**config.mk**
```make
export PLATFORM = sky130hd
export DESIGN_NAME = vga_sync_gen_flat
export DESIGN_NICKNAME = d
export VERILOG_FILES = /design/src/rtl/vga_timing_pkg.sv /design/src/rtl/vga_sync_gen_if.sv /design/src/rtl/vga_sync_gen_pix_tick_detect.sv /design/src/rtl/vga_sync_gen.sv /design/src/flat_wrapper.sv
export SDC_FILE = /design/constraint.sdc
export NUM_CORES = 1
export LEC_CHECK = 0
export BUFFER_PORTS_ARGS = -buffer_cell sky130_fd_sc_hd__buf_2
export CORE_MARGIN = 3
export CORE_UTILIZATION = 53
export DETAILED_ROUTE_END_ITERATION = 8
export PLACE_DENSITY = 0.83
export SLEW_MARGIN = 0
export SYNTH_ARGS = -nofsm -noshare
export SYNTH_HDL_FRONTEND = slang
export SYNTH_SLANG_ARGS = --single-unit
```
**constraint.sdc**
```tcl
create_clock -name clk100MHz -period 3.8 [get_ports clk100MHz]
set_input_delay 0.19 -clock clk100MHz [delete_from_list [all_inputs] [get_ports clk100MHz]]
set_output_delay 0.19 -clock clk100MHz [all_outputs]
set_load 0.005 [all_outputs]
```
**src/rtl/vga_timing_pkg.sv**
```systemverilog
// vga_timing_pkg
//   640x480@60 timing constants shared by the VGA sync generator, its
//   interface and its sub-module.
//   Contents: raw porch/sync widths, derived totals and sync windows,
//   and the 10-bit coordinate type used for pixel_x/pixel_y.
package vga_timing_pkg;

  localparam int H_ACTIVE = 640;
  localparam int H_FP     = 16;
  localparam int H_SYNC   = 96;
  localparam int H_BP     = 48;
  localparam int V_ACTIVE = 480;
  localparam int V_FP     = 10;
  localparam int V_SYNC   = 2;
  localparam int V_BP     = 33;
  localparam bit SYNC_POL = 1'b0;

  localparam int H_TOTAL  = H_ACTIVE + H_FP + H_SYNC + H_BP;
  localparam int V_TOTAL  = V_ACTIVE + V_FP + V_SYNC + V_BP;
  localparam int HS_START = H_ACTIVE + H_FP;
  localparam int HS_END   = HS_START + H_SYNC - 1;
  localparam int VS_START = V_ACTIVE + V_FP;
  localparam int VS_END   = VS_START + V_SYNC - 1;

  typedef logic [9:0] coord_t;

endpackage

```
**src/rtl/vga_sync_gen_if.sv**
```systemverilog
// vga_sync_gen_if
//   Output bundle of the VGA sync generator.
//   master: driven by vga_sync_gen; slave: connector / image renderer side.
//   Signals: pixel_tick, hsync, vsync, video_on, pixel_x, pixel_y,
//   frame_start, and frame_cnt[15:0] only when VGA_FRAME_CNT_EN is defined.
interface vga_sync_gen_if;
  import vga_timing_pkg::*;

  logic   pixel_tick;
  logic   hsync;
  logic   vsync;
  logic   video_on;
  coord_t pixel_x;
  coord_t pixel_y;
  logic   frame_start;
`ifdef VGA_FRAME_CNT_EN
  logic [15:0] frame_cnt;

  modport master (output pixel_tick, hsync, vsync, video_on, pixel_x, pixel_y,
                  frame_start, frame_cnt);
  modport slave  (input  pixel_tick, hsync, vsync, video_on, pixel_x, pixel_y,
                  frame_start, frame_cnt);
`else
  modport master (output pixel_tick, hsync, vsync, video_on, pixel_x, pixel_y,
                  frame_start);
  modport slave  (input  pixel_tick, hsync, vsync, video_on, pixel_x, pixel_y,
                  frame_start);
`endif

endinterface

```
**src/rtl/vga_sync_gen_pix_tick_detect.sv**
```systemverilog
// pix_tick_detect
//   Turns the divider's clk25MHz (a data signal in the clk100MHz domain)
//   into a registered one-cycle pixel_tick on each rising edge.
//   Ports: clk100MHz, reset (async, active-high), clk25MHz in;
//          pixel_tick out.
module pix_tick_detect
  import vga_timing_pkg::*;
(
  input  logic clk100MHz,
  input  logic reset,
  input  logic clk25MHz,
  output logic pixel_tick
);

  logic clk25_d;

  // clk25_d clears on reset, so a divider already high at release
  // produces a tick on the first cycle.
  always_ff @(posedge clk100MHz or posedge reset) begin
    if (reset) begin
      clk25_d    <= 1'b0;
      pixel_tick <= 1'b0;
    end else begin
      clk25_d    <= clk25MHz;
      pixel_tick <= clk25MHz & ~clk25_d;
    end
  end

endmodule

```
**src/rtl/vga_sync_gen.sv**
```systemverilog
// vga_sync_gen
//   640x480@60 VGA timing generator fed by the 25 MHz pixel-clock divider.
//   Counts pixels/lines on pixel_tick and decodes sync, blanking and
//   position outputs, all registered with one clk100MHz of latency.
//   Ports: clk100MHz, reset (async, active-high), clk25MHz in;
//          vga (vga_sync_gen_if.master) carrying all outputs.
//   Optional: define VGA_FRAME_CNT_EN to add the 16-bit frame counter.
module vga_sync_gen
  import vga_timing_pkg::*;
#(
  parameter int H_ACTIVE = vga_timing_pkg::H_ACTIVE,
  parameter int H_FP     = vga_timing_pkg::H_FP,
  parameter int H_SYNC   = vga_timing_pkg::H_SYNC,
  parameter int H_BP     = vga_timing_pkg::H_BP,
  parameter int V_ACTIVE = vga_timing_pkg::V_ACTIVE,
  parameter int V_FP     = vga_timing_pkg::V_FP,
  parameter int V_SYNC   = vga_timing_pkg::V_SYNC,
  parameter int V_BP     = vga_timing_pkg::V_BP,
  parameter bit SYNC_POL = vga_timing_pkg::SYNC_POL
) (
  input  logic           clk100MHz,
  input  logic           reset,
  input  logic           clk25MHz,
  vga_sync_gen_if.master vga
);

  localparam coord_t H_LAST   = coord_t'(H_ACTIVE + H_FP + H_SYNC + H_BP - 1);
  localparam coord_t V_LAST   = coord_t'(V_ACTIVE + V_FP + V_SYNC + V_BP - 1);
  localparam coord_t H_VIS    = coord_t'(H_ACTIVE);
  localparam coord_t V_VIS    = coord_t'(V_ACTIVE);
  localparam coord_t HS_FIRST = coord_t'(H_ACTIVE + H_FP);
  localparam coord_t HS_LAST  = coord_t'(H_ACTIVE + H_FP + H_SYNC - 1);
  localparam coord_t VS_FIRST = coord_t'(V_ACTIVE + V_FP);
  localparam coord_t VS_LAST  = coord_t'(V_ACTIVE + V_FP + V_SYNC - 1);

  logic   pixel_tick;
  coord_t h_cnt;
  coord_t v_cnt;
  logic   frame_wrap;

  pix_tick_detect u_tick (
    .clk100MHz  (clk100MHz),
    .reset      (reset),
    .clk25MHz   (clk25MHz),
    .pixel_tick (pixel_tick)
  );

  // frame_wrap marks the cycle after the counters wrap to (0,0), so the
  // decode stage can issue frame_start alongside the (0,0) outputs.
  always_ff @(posedge clk100MHz or posedge reset) begin
    if (reset) begin
      h_cnt      <= '0;
      v_cnt      <= '0;
      frame_wrap <= 1'b0;
    end else begin
      frame_wrap <= pixel_tick && (h_cnt == H_LAST) && (v_cnt == V_LAST);
      if (pixel_tick) begin
        if (h_cnt == H_LAST) begin
          h_cnt <= '0;
          v_cnt <= (v_cnt == V_LAST) ? '0 : v_cnt + 1'b1;
        end else begin
          h_cnt <= h_cnt + 1'b1;
        end
      end
    end
  end

  logic   hsync_q;
  logic   vsync_q;
  logic   video_on_q;
  coord_t pixel_x_q;
  coord_t pixel_y_q;
  logic   frame_start_q;

  always_ff @(posedge clk100MHz or posedge reset) begin
    if (reset) begin
      hsync_q       <= ~SYNC_POL;
      vsync_q       <= ~SYNC_POL;
      video_on_q    <= 1'b0;
      pixel_x_q     <= '0;
      pixel_y_q     <= '0;
      frame_start_q <= 1'b0;
    end else begin
      hsync_q       <= (h_cnt >= HS_FIRST && h_cnt <= HS_LAST) ? SYNC_POL : ~SYNC_POL;
      vsync_q       <= (v_cnt >= VS_FIRST && v_cnt <= VS_LAST) ? SYNC_POL : ~SYNC_POL;
      video_on_q    <= (h_cnt < H_VIS) && (v_cnt < V_VIS);
      pixel_x_q     <= h_cnt;
      pixel_y_q     <= v_cnt;
      frame_start_q <= frame_wrap;
    end
  end

  assign vga.pixel_tick  = pixel_tick;
  assign vga.hsync       = hsync_q;
  assign vga.vsync       = vsync_q;
  assign vga.video_on    = video_on_q;
  assign vga.pixel_x     = pixel_x_q;
  assign vga.pixel_y     = pixel_y_q;
  assign vga.frame_start = frame_start_q;

`ifdef VGA_FRAME_CNT_EN
  logic [15:0] frame_cnt_q;

  // Advances on the same edge that raises frame_start; wraps naturally.
  always_ff @(posedge clk100MHz or posedge reset) begin
    if (reset) begin
      frame_cnt_q <= '0;
    end else if (frame_wrap) begin
      frame_cnt_q <= frame_cnt_q + 16'd1;
    end
  end

  assign vga.frame_cnt = frame_cnt_q;
`endif

endmodule

```
**src/flat_wrapper.sv**
```systemverilog
// flat-port wrapper written by rule: the top's interface ports become plain ports
module vga_sync_gen_flat import vga_timing_pkg::*;
#(
  parameter int H_ACTIVE = vga_timing_pkg::H_ACTIVE,
  parameter int H_FP     = vga_timing_pkg::H_FP,
  parameter int H_SYNC   = vga_timing_pkg::H_SYNC,
  parameter int H_BP     = vga_timing_pkg::H_BP,
  parameter int V_ACTIVE = vga_timing_pkg::V_ACTIVE,
  parameter int V_FP     = vga_timing_pkg::V_FP,
  parameter int V_SYNC   = vga_timing_pkg::V_SYNC,
  parameter int V_BP     = vga_timing_pkg::V_BP,
  parameter bit SYNC_POL = vga_timing_pkg::SYNC_POL
)
  (clk100MHz, reset, clk25MHz, vga_pixel_tick, vga_hsync, vga_vsync, vga_video_on, vga_pixel_x, vga_pixel_y, vga_frame_start);
  vga_sync_gen_if vga_i ();
  input  logic clk100MHz;
  input  logic reset;
  input  logic clk25MHz;
  output wire logic [$bits(vga_i.pixel_tick)-1:0] vga_pixel_tick;
  output wire logic [$bits(vga_i.hsync)-1:0] vga_hsync;
  output wire logic [$bits(vga_i.vsync)-1:0] vga_vsync;
  output wire logic [$bits(vga_i.video_on)-1:0] vga_video_on;
  output wire logic [$bits(vga_i.pixel_x)-1:0] vga_pixel_x;
  output wire logic [$bits(vga_i.pixel_y)-1:0] vga_pixel_y;
  output wire logic [$bits(vga_i.frame_start)-1:0] vga_frame_start;
  assign vga_pixel_tick = vga_i.pixel_tick;
  assign vga_hsync = vga_i.hsync;
  assign vga_vsync = vga_i.vsync;
  assign vga_video_on = vga_i.video_on;
  assign vga_pixel_x = vga_i.pixel_x;
  assign vga_pixel_y = vga_i.pixel_y;
  assign vga_frame_start = vga_i.frame_start;
  vga_sync_gen #(.H_ACTIVE(H_ACTIVE), .H_FP(H_FP), .H_SYNC(H_SYNC), .H_BP(H_BP), .V_ACTIVE(V_ACTIVE), .V_FP(V_FP), .V_SYNC(V_SYNC), .V_BP(V_BP), .SYNC_POL(SYNC_POL)) u_core (.clk100MHz(clk100MHz), .reset(reset), .clk25MHz(clk25MHz), .vga(vga_i));
endmodule
```
==> impl_metrics.py, run 1 <==
metrics = {
    "min_path": {
        "hold_depth": 0,
        "worst_hold_path_type": "flop to flop",
    },
    "worst_setup_path": {
        "critPathArrivalTime_ns": 2.20,
        "cp_max_fo": 5,
        "critical_path_depth": 6,
        "critical_path_required_ns": 4.05,
        "crit_path_cell_trace": "inv_1 -> ha_1 -> nand4_1 -> nor4b_1 -> nor2_1 -> mux2_2",
        "worstSetupStartpointType": "flop",
        "setup.worst_path.end_class": "flop",
        "path_buf_inv": 1,
        "worst-setup-path-type": "flop to flop",
        "reg2reg_depth": 6,
        "largest_delay_share_family_worst_path": "simple AND/OR/NAND/NOR gates",
        "critPathSlowestCell": "sky130_fd_sc_hd__nor4b_1",
        "cp_slowest_stage_delay_ns": 0.62,
    },
    "placed_design": {
        "postPlaceCellArea_sq_um": 1980,
        "placedCellCount": 209,
        "hpwl_microns": 2040,
        "globalplace.congestion": 0.835,
        "place_ws_ns": 1.92,
        "portBuffers": 27,
    },
    "floorplan": {
        "design.portCount": 28,
        "start_util": 0.570,
        "rows": 20,
        "floorplan.die_area_sq_um": 4120,
        "placeableCoreArea_sq_um": 3150,
        "die_height_microns": 64.2,
        "die_width_microns": 64.2,
    },
    "route": {
        "avgViaCountPerCell": 5.34,
        "drt.antenna.violating_nets": 0,
        "first_pass_iters": 4,
        "detail_route.drc_violations": 0,
        "drt_first_iter_violations": 65,
        "wire_per_inst_microns": 13.6,
        "vias": 1170,
        "totalWireLength_microns": 2970,
    },
    "global_route": {
        "overflow": 0,
        "groute.usage.overall": 0.170,
        "number_of_global_route_vias_before_repair": 1127,
        "grt_antenna_before_repair": 0,
        "grt_start_max_net_pins": 48,
        "wire_length_of_the_first_global_routing_pass_microns": 5290,
    },
    "synthesis": {
        "netlist_top_cells_count": "sky130_fd_sc_hd__dfrtp_1 (45), sky130_fd_sc_hd__nand2_1 (8), sky130_fd_sc_hd__nand3_1 (8), sky130_fd_sc_hd__nor2_1 (8), sky130_fd_sc_hd__xnor2_1 (8)",
        "yosysSeqAreaShare": 0.656,
        "async_reset_ff_frac": 1.00,
        "avgSynthCellArea_sq_um": 12.9,
        "synth_nets": 146,
        "synth.yosys.warnings": 0,
        "synth.most_common_cell": "sky130_fd_sc_hd__dfrtp_1",
        "synth_area_sq_um": 1800,
        "synth_edf_count": 0,
        "primary_ff_master_synth": "sky130_fd_sc_hd__dfrtp_1",
        "postSynthCellCount": 139,
        "synth.largest_area_cell": "sky130_fd_sc_hd__dfrtp_1",
        "synth_seq_cells": 47,
        "synth.top_cells.by_area": "sky130_fd_sc_hd__dfrtp_1 (63%), sky130_fd_sc_hd__xnor2_1 (3.9%), sky130_fd_sc_hd__dfstp_2 (2.9%)",
        "netlist-cell-type-count": 35,
        "synth_top_area_frac": 0.627,
    },
    "timing": {
        "hold_viol_final": 0,
        "rsz_0062_raised_after_global_routing": "false",
        "timing.final.max_slew_violations": 0,
        "timing.max_slew.rel_slack": 0.525,
        "final_critical_path_setup_slack_ns": 1.86,
        "min_period_over_period": 0.511,
        "setup_viol": 0,
        "worst_slew_pin_slew_ns": 0.702,
        "period_minus_slack_ns": 1.94,
        "clock_skew_ns": 0.00947,
        "highest_clock_frequency_the_design_can_meet_mhz": 515,
        "final.setup.tns_ns": 0,
    },
    "final_layout": {
        "final_core_utilization": 0.653,
        "final_std_cell_area_no_fill_sq_um": 2060,
        "final.fill_count": 253,
        "multi_input_comb_area_sq_um": 587,
        "seqCellArea_sq_um": 1180,
        "final_layout_size_suffix_gt1_frac": 0.251,
        "area.growth.synth_to_final_pct": 14.6,
        "num_antenna_cells": 0,
        "instances_no_fill": 219,
        "final_stage_net_count": 181,
    },
    "clocking": {
        "cts.path.max_buffers": 2,
        "cts.repair_timing.setup_buffer_count": 0,
        "clock_tree_from_tritoncts": "built",
        "insertion_delay_ns": 0.36,
        "holdBufCountCts": 2,
        "clk_pin_slew_worst_paths_ns": 0.13,
        "clock_sink_count": 47,
        "cts_root_buffer": "sky130_fd_sc_hd__clkbuf_4",
        "numCtsBuffers": 5,
        "cts_resized": 0,
        "ctsHtreeMaxLevel": 2,
    },
    "power": {
        "swShare": 0.283,
        "leakage_power_uw": 0.00101,
        "total_switching_power_uw": 272,
        "p_comb_frac": 0.122,
        "power_per_cell_area_nw_per_um2": 466,
        "p_int_uw": 688,
        "power.share.clock": 0.233,
        "share_seq_of_total_power": 0.645,
        "worst_ir_drop_vdd_mv": 0.306,
    },
    "run": {
        "drv.max_cap_violation_count": 0,
    },
    "run_status": {
        "outcome": "finished clean",
    },
}
==> metrics by stage <==
step,total power [uW],hold slack (ns)
floorplan,686,0.221
global placement,736,0.308
detailed placement,746,0.312
CTS,972,0.365
global route,1030,0.385
finish,960,0.362
==> sequential cells by signal, indices dropped and copies added (netlist names), 10 cells and up <==
register and flops:
u_core.h_cnt 10, u_core.v_cnt 10, u_core.vga.pixel_x 10, u_core.vga.pixel_y 10
==> power groups by stage <==
stage | clock (uW) | combinational [uW] | sequential (uW)
3_5_place_dp | 0 | 118 | 628
5_1_grt | 260 | 137 | 629
3_3_place_gp | 0 | 113 | 623
6_report | 223 | 117 | 620
2_1_floorplan | 0 | 67.9 | 618
4_1_cts | 232 | 120 | 619
==> metal layers <==
layer	vias to the layer above	global-route usage	part of all wire
met3	11	0.0457	0.050
li1	560	-	-
met5	-	0	0
met1	561	0.228	0.44
met2	38	0.252	0.48
met4	0	0.0950	0.032
==> cell families (layout without fill, tap and decap cells) <==
group | Yosys count | count (layout) | synth area share
AO/OA/AOI/OAI | 9 | 9 | 0.0320
XOR/XNOR | 12 | 12 | 0.0585
adder cells (fa/ha/maj) | 4 | 4 | 0.0279
buffers and inverters | 7 | 43 | 0.0174
flip-flops | 47 | 47 | 0.656
multiplexers | 3 | 3 | 0.0174
AND/OR/NAND/NOR | 57 | 57 | 0.191
==> layout make-up <==
class | count | share of cell area
inverter | 5 | 0.00911
clock inverter | 3 | 0.00972
clock buffer | 5 | 0.0182
multi-input combinational | 85 | 0.285
tap | 44 | 0.0267
timing repair buffer | 30 | 0.0790
sequential | 47 | 0.572
==> layout by cell type, fill, tap and decap left out, drive strengths merged, types with 2 or more instances in the layout <==
master	n
nand3	8
xnor2	8
clkinv	2
or4	2
dlygate4sd3	2
dfrtp	45
inv	4
ha	4
o21a	2
clkinvlp	2
and3	6
buf	28
o21ai	2
and2	2
a31oi	2
nor3	5
xor2	4
nor4b	3
mux2i	2
nand4	7
clkbuf	5
nand2	8
dfstp	2
nor2	8
nor2b	2
==> path summary, 6_finish.rpt <==
check                           slack [ns]              start                endpoint
worst min-delay path                  0.36  u_core.frame_wrap  u_core.vga.frame_start
worst max register to register        1.86    u_core.v_cnt[0]         u_core.v_cnt[4]
min in group asynchronous             0.48              reset   u_core.vga.pixel_y[7]
worst min register to register        0.36  u_core.frame_wrap  u_core.vga.frame_start
max in group asynchronous             2.92              reset        u_core.vga.hsync
worst max-delay path                  1.86    u_core.v_cnt[0]         u_core.v_cnt[4]
(Power assumes the default switching activity.)
==> run 2, diff against run 1 <==
--- a/config.mk
+++ b/config.mk
@@ -5,6 +5,7 @@
 export SDC_FILE = /design/constraint.sdc
 export NUM_CORES = 1
 export LEC_CHECK = 0
+export ABC_AREA = 1
 export BUFFER_PORTS_ARGS = -buffer_cell sky130_fd_sc_hd__buf_2
 export CORE_MARGIN = 3
 export CORE_UTILIZATION = 53
==> constraint.sdc (replaced) <==
create_clock -name clk100MHz -period 2 [get_ports clk100MHz]
set_input_delay 0.1 -clock clk100MHz [delete_from_list [all_inputs] [get_ports clk100MHz]]
set_output_delay 0.1 -clock clk100MHz [all_outputs]
set_load 0.005 [all_outputs]
==> impl_metrics.py, run 2 <==
metrics = {
    "clocking": {
        "cts.repair_timing.setup_buffer_count": 0,
        "clk_pin_slew_worst_paths_ns": 0.08,
        "clock_tree_from_tritoncts": "built",
        "insertion_delay_ns": 0.30,
        "cts_root_buffer": "sky130_fd_sc_hd__clkbuf_8",
        "cts.path.max_buffers": 2,
        "numCtsBuffers": 5,
        "ctsHtreeMaxLevel": 2,
        "clock_sink_count": 47,
    },
    "timing": {
        "timing.max_slew.rel_slack": 0.626,
        "rsz_0062_raised_after_global_routing": "false",
        "min_period_over_period": 0.734,
        "timing.final.max_slew_violations": 0,
        "clock_skew_ns": 0.00587,
        "hold_viol_final": 0,
        "worst_slew_pin_slew_ns": 0.561,
        "final.setup.tns_ns": 0,
        "setup_viol": 0,
        "period_minus_slack_ns": 1.47,
        "highest_clock_frequency_the_design_can_meet_mhz": 681,
    },
    "synthesis": {
        "avgSynthCellArea_sq_um": 9.41,
        "synth_area_sq_um": 1980,
        "netlist-cell-type-count": 26,
        "async_reset_ff_frac": 1.00,
        "synth.top_cells.by_area": "sky130_fd_sc_hd__dfrtp_1 (57%), sky130_fd_sc_hd__nand2_1 (8.9%), sky130_fd_sc_hd__inv_1 (4.9%)",
        "synth.yosys.warnings": 0,
        "netlist_top_cells_count": "sky130_fd_sc_hd__nand2_1 (47), sky130_fd_sc_hd__dfrtp_1 (45), sky130_fd_sc_hd__inv_1 (26)",
        "postSynthCellCount": 210,
        "synth_top_area_frac": 0.570,
        "synth_nets": 217,
        "yosysSeqAreaShare": 0.597,
        "synth_edf_count": 0,
        "synth.most_common_cell": "sky130_fd_sc_hd__nand2_1",
        "synth_seq_cells": 47,
        "synth.largest_area_cell": "sky130_fd_sc_hd__dfrtp_1",
        "primary_ff_master_synth": "sky130_fd_sc_hd__dfrtp_1",
    },
    "route": {
        "drt.antenna.violating_nets": 0,
        "avgViaCountPerCell": 4.93,
        "wire_per_inst_microns": 11.6,
        "vias": 1440,
        "first_pass_iters": 5,
        "detail_route.drc_violations": 0,
        "totalWireLength_microns": 3400,
        "drt_first_iter_violations": 113,
    },
    "power": {
        "power_per_cell_area_nw_per_um2": 876,
        "leakage_power_uw": 0.00121,
        "finalPower_uw": 2010,
        "worst_ir_drop_vdd_mv": 0.489,
    },
    "floorplan": {
        "die_height_microns": 67.1,
        "floorplan.die_area_sq_um": 4500,
        "rows": 21,
        "placeableCoreArea_sq_um": 3470,
        "start_util": 0.570,
        "die_width_microns": 67.1,
        "design.portCount": 28,
    },
    "worst_setup_path": {
        "cp_slowest_stage_delay_ns": 0.67,
        "crit_path_cell_trace": "inv_2 -> nor2_2 -> nand3_2 -> nor2_4 -> nand2_2 -> nand2_1 -> nor2_1",
        "worst-setup-path-type": "flop to flop",
        "worstSetupStartpointType": "flop",
        "critical_path_required_ns": 2.20,
        "critPathArrivalTime_ns": 1.66,
        "cp_max_fo": 15,
        "critPathSlowestCell": "sky130_fd_sc_hd__dfrtp_1",
        "setup.worst_path.end_class": "flop",
    },
    "placed_design": {
        "portBuffers": 27,
        "globalplace.congestion": 0.891,
        "hpwl_microns": 2410,
        "placedCellCount": 282,
    },
    "global_route": {
        "overflow": 0,
        "groute.usage.overall": 0.171,
        "grt_antenna_before_repair": 0,
        "wire_length_of_the_first_global_routing_pass_microns": 5640,
        "number_of_global_route_vias_before_repair": 1229,
        "grt_start_max_net_pins": 48,
    },
    "min_path": {
        "worst_hold_path_type": "flop to flop",
    },
    "final_layout": {
        "area.growth.synth_to_final_pct": 16.2,
        "final_layout_size_suffix_gt1_frac": 0.220,
        "layout.cells.most_common_list": "sky130_fd_sc_hd__nand2_1 (47), sky130_fd_sc_hd__dfrtp_1 (45), sky130_fd_sc_hd__buf_2 (27)",
        "final_stage_net_count": 252,
        "final_common_cell": "sky130_fd_sc_hd__nand2_1",
        "final.fill_count": 303,
        "final_core_utilization": 0.662,
        "instances_no_fill": 292,
        "num_antenna_cells": 0,
    },
    "run": {
        "drv.max_cap_violation_count": 0,
    },
    "run_status": {
        "outcome": "finished clean",
    },
}
## run 2: per-stage QoR
stage | setup WS, ns | area (sq um) | hold WS, ns
after detailed placement | 0.523 | 2160 | 0.224
after CTS | 0.519 | 2300 | 0.364
final | 0.532 | 2300 | 0.360
after floorplan | 0.775 | 1980 | 0.131
after global placement | 0.581 | 2160 | 0.224
after global routing | 0.360 | 2300 | 0.371
## run 2: final cells by class
type	count	area, sq um	area share
flip-flops and latches	47	1180	0.513
clock inverters	3	43.8	0.0191
multi-input cells	130	667	0.290
well taps	46	57.6	0.0251
clock buffers	5	68.8	0.0300
repair buffers	30	163	0.0708
inverters	31	118	0.0512
## run 2: final timing paths
kind	cells after the start	to	slack, ns	from
max in group asynchronous	4	u_core.vga.pixel_x[2]	1.12	reset
max reg2reg	7	u_core.v_cnt[9]	0.53	u_core.u_tick.pixel_tick
max	7	u_core.v_cnt[9]	0.53	u_core.u_tick.pixel_tick
min in group asynchronous	4	u_core.frame_wrap	0.47	reset
min reg2reg	0	u_core.vga.frame_start	0.36	u_core.frame_wrap
min	0	u_core.vga.frame_start	0.36	u_core.frame_wrap
## run 2: per-layer routing
metal | vias to the layer above | GRT usage | wire length [microns]
li1 | 728 | - | -
met1 | 673 | 0.231 | 1580
met2 | 34 | 0.254 | 1560
met3 | 5 | 0.0354 | 173
met4 | 0 | 0.0987 | 87
met5 | - | 0 | 0
## run 2: worst max-delay path, delay by kind of cell, from the launching register on
kind                   cells  cell delay (ns)
flip-flops                 1             0.67
AND/OR/NAND/NOR            6             0.59
buffers and inverters      1             0.09
## run 2: cells by family after synthesis
| kind of cell | count (synthesis) | share of synthesized area |
|---|---|---|
| simple gates | 107 | 0.255 |
| flops | 47 | 0.597 |
| buf+inv | 33 | 0.0659 |
| compound gates | 15 | 0.0393 |
| xor+xnor | 4 | 0.0177 |
| fa+ha+maj | 4 | 0.0253 |
## run 2: where the power goes
part	internal (uW)	switching (uW)
registers	1030	77.6
logic	87.3	134
clock network	372	307
total	1490	518
## run 2: repair_timing
| item | 4_1_cts | 5_1_grt |
|---|---|---|
| hold buffers | 2 | 0 |
| gates resized for setup | 0 | 0 |
| endpoints found under the hold margin | 47 | 0 |
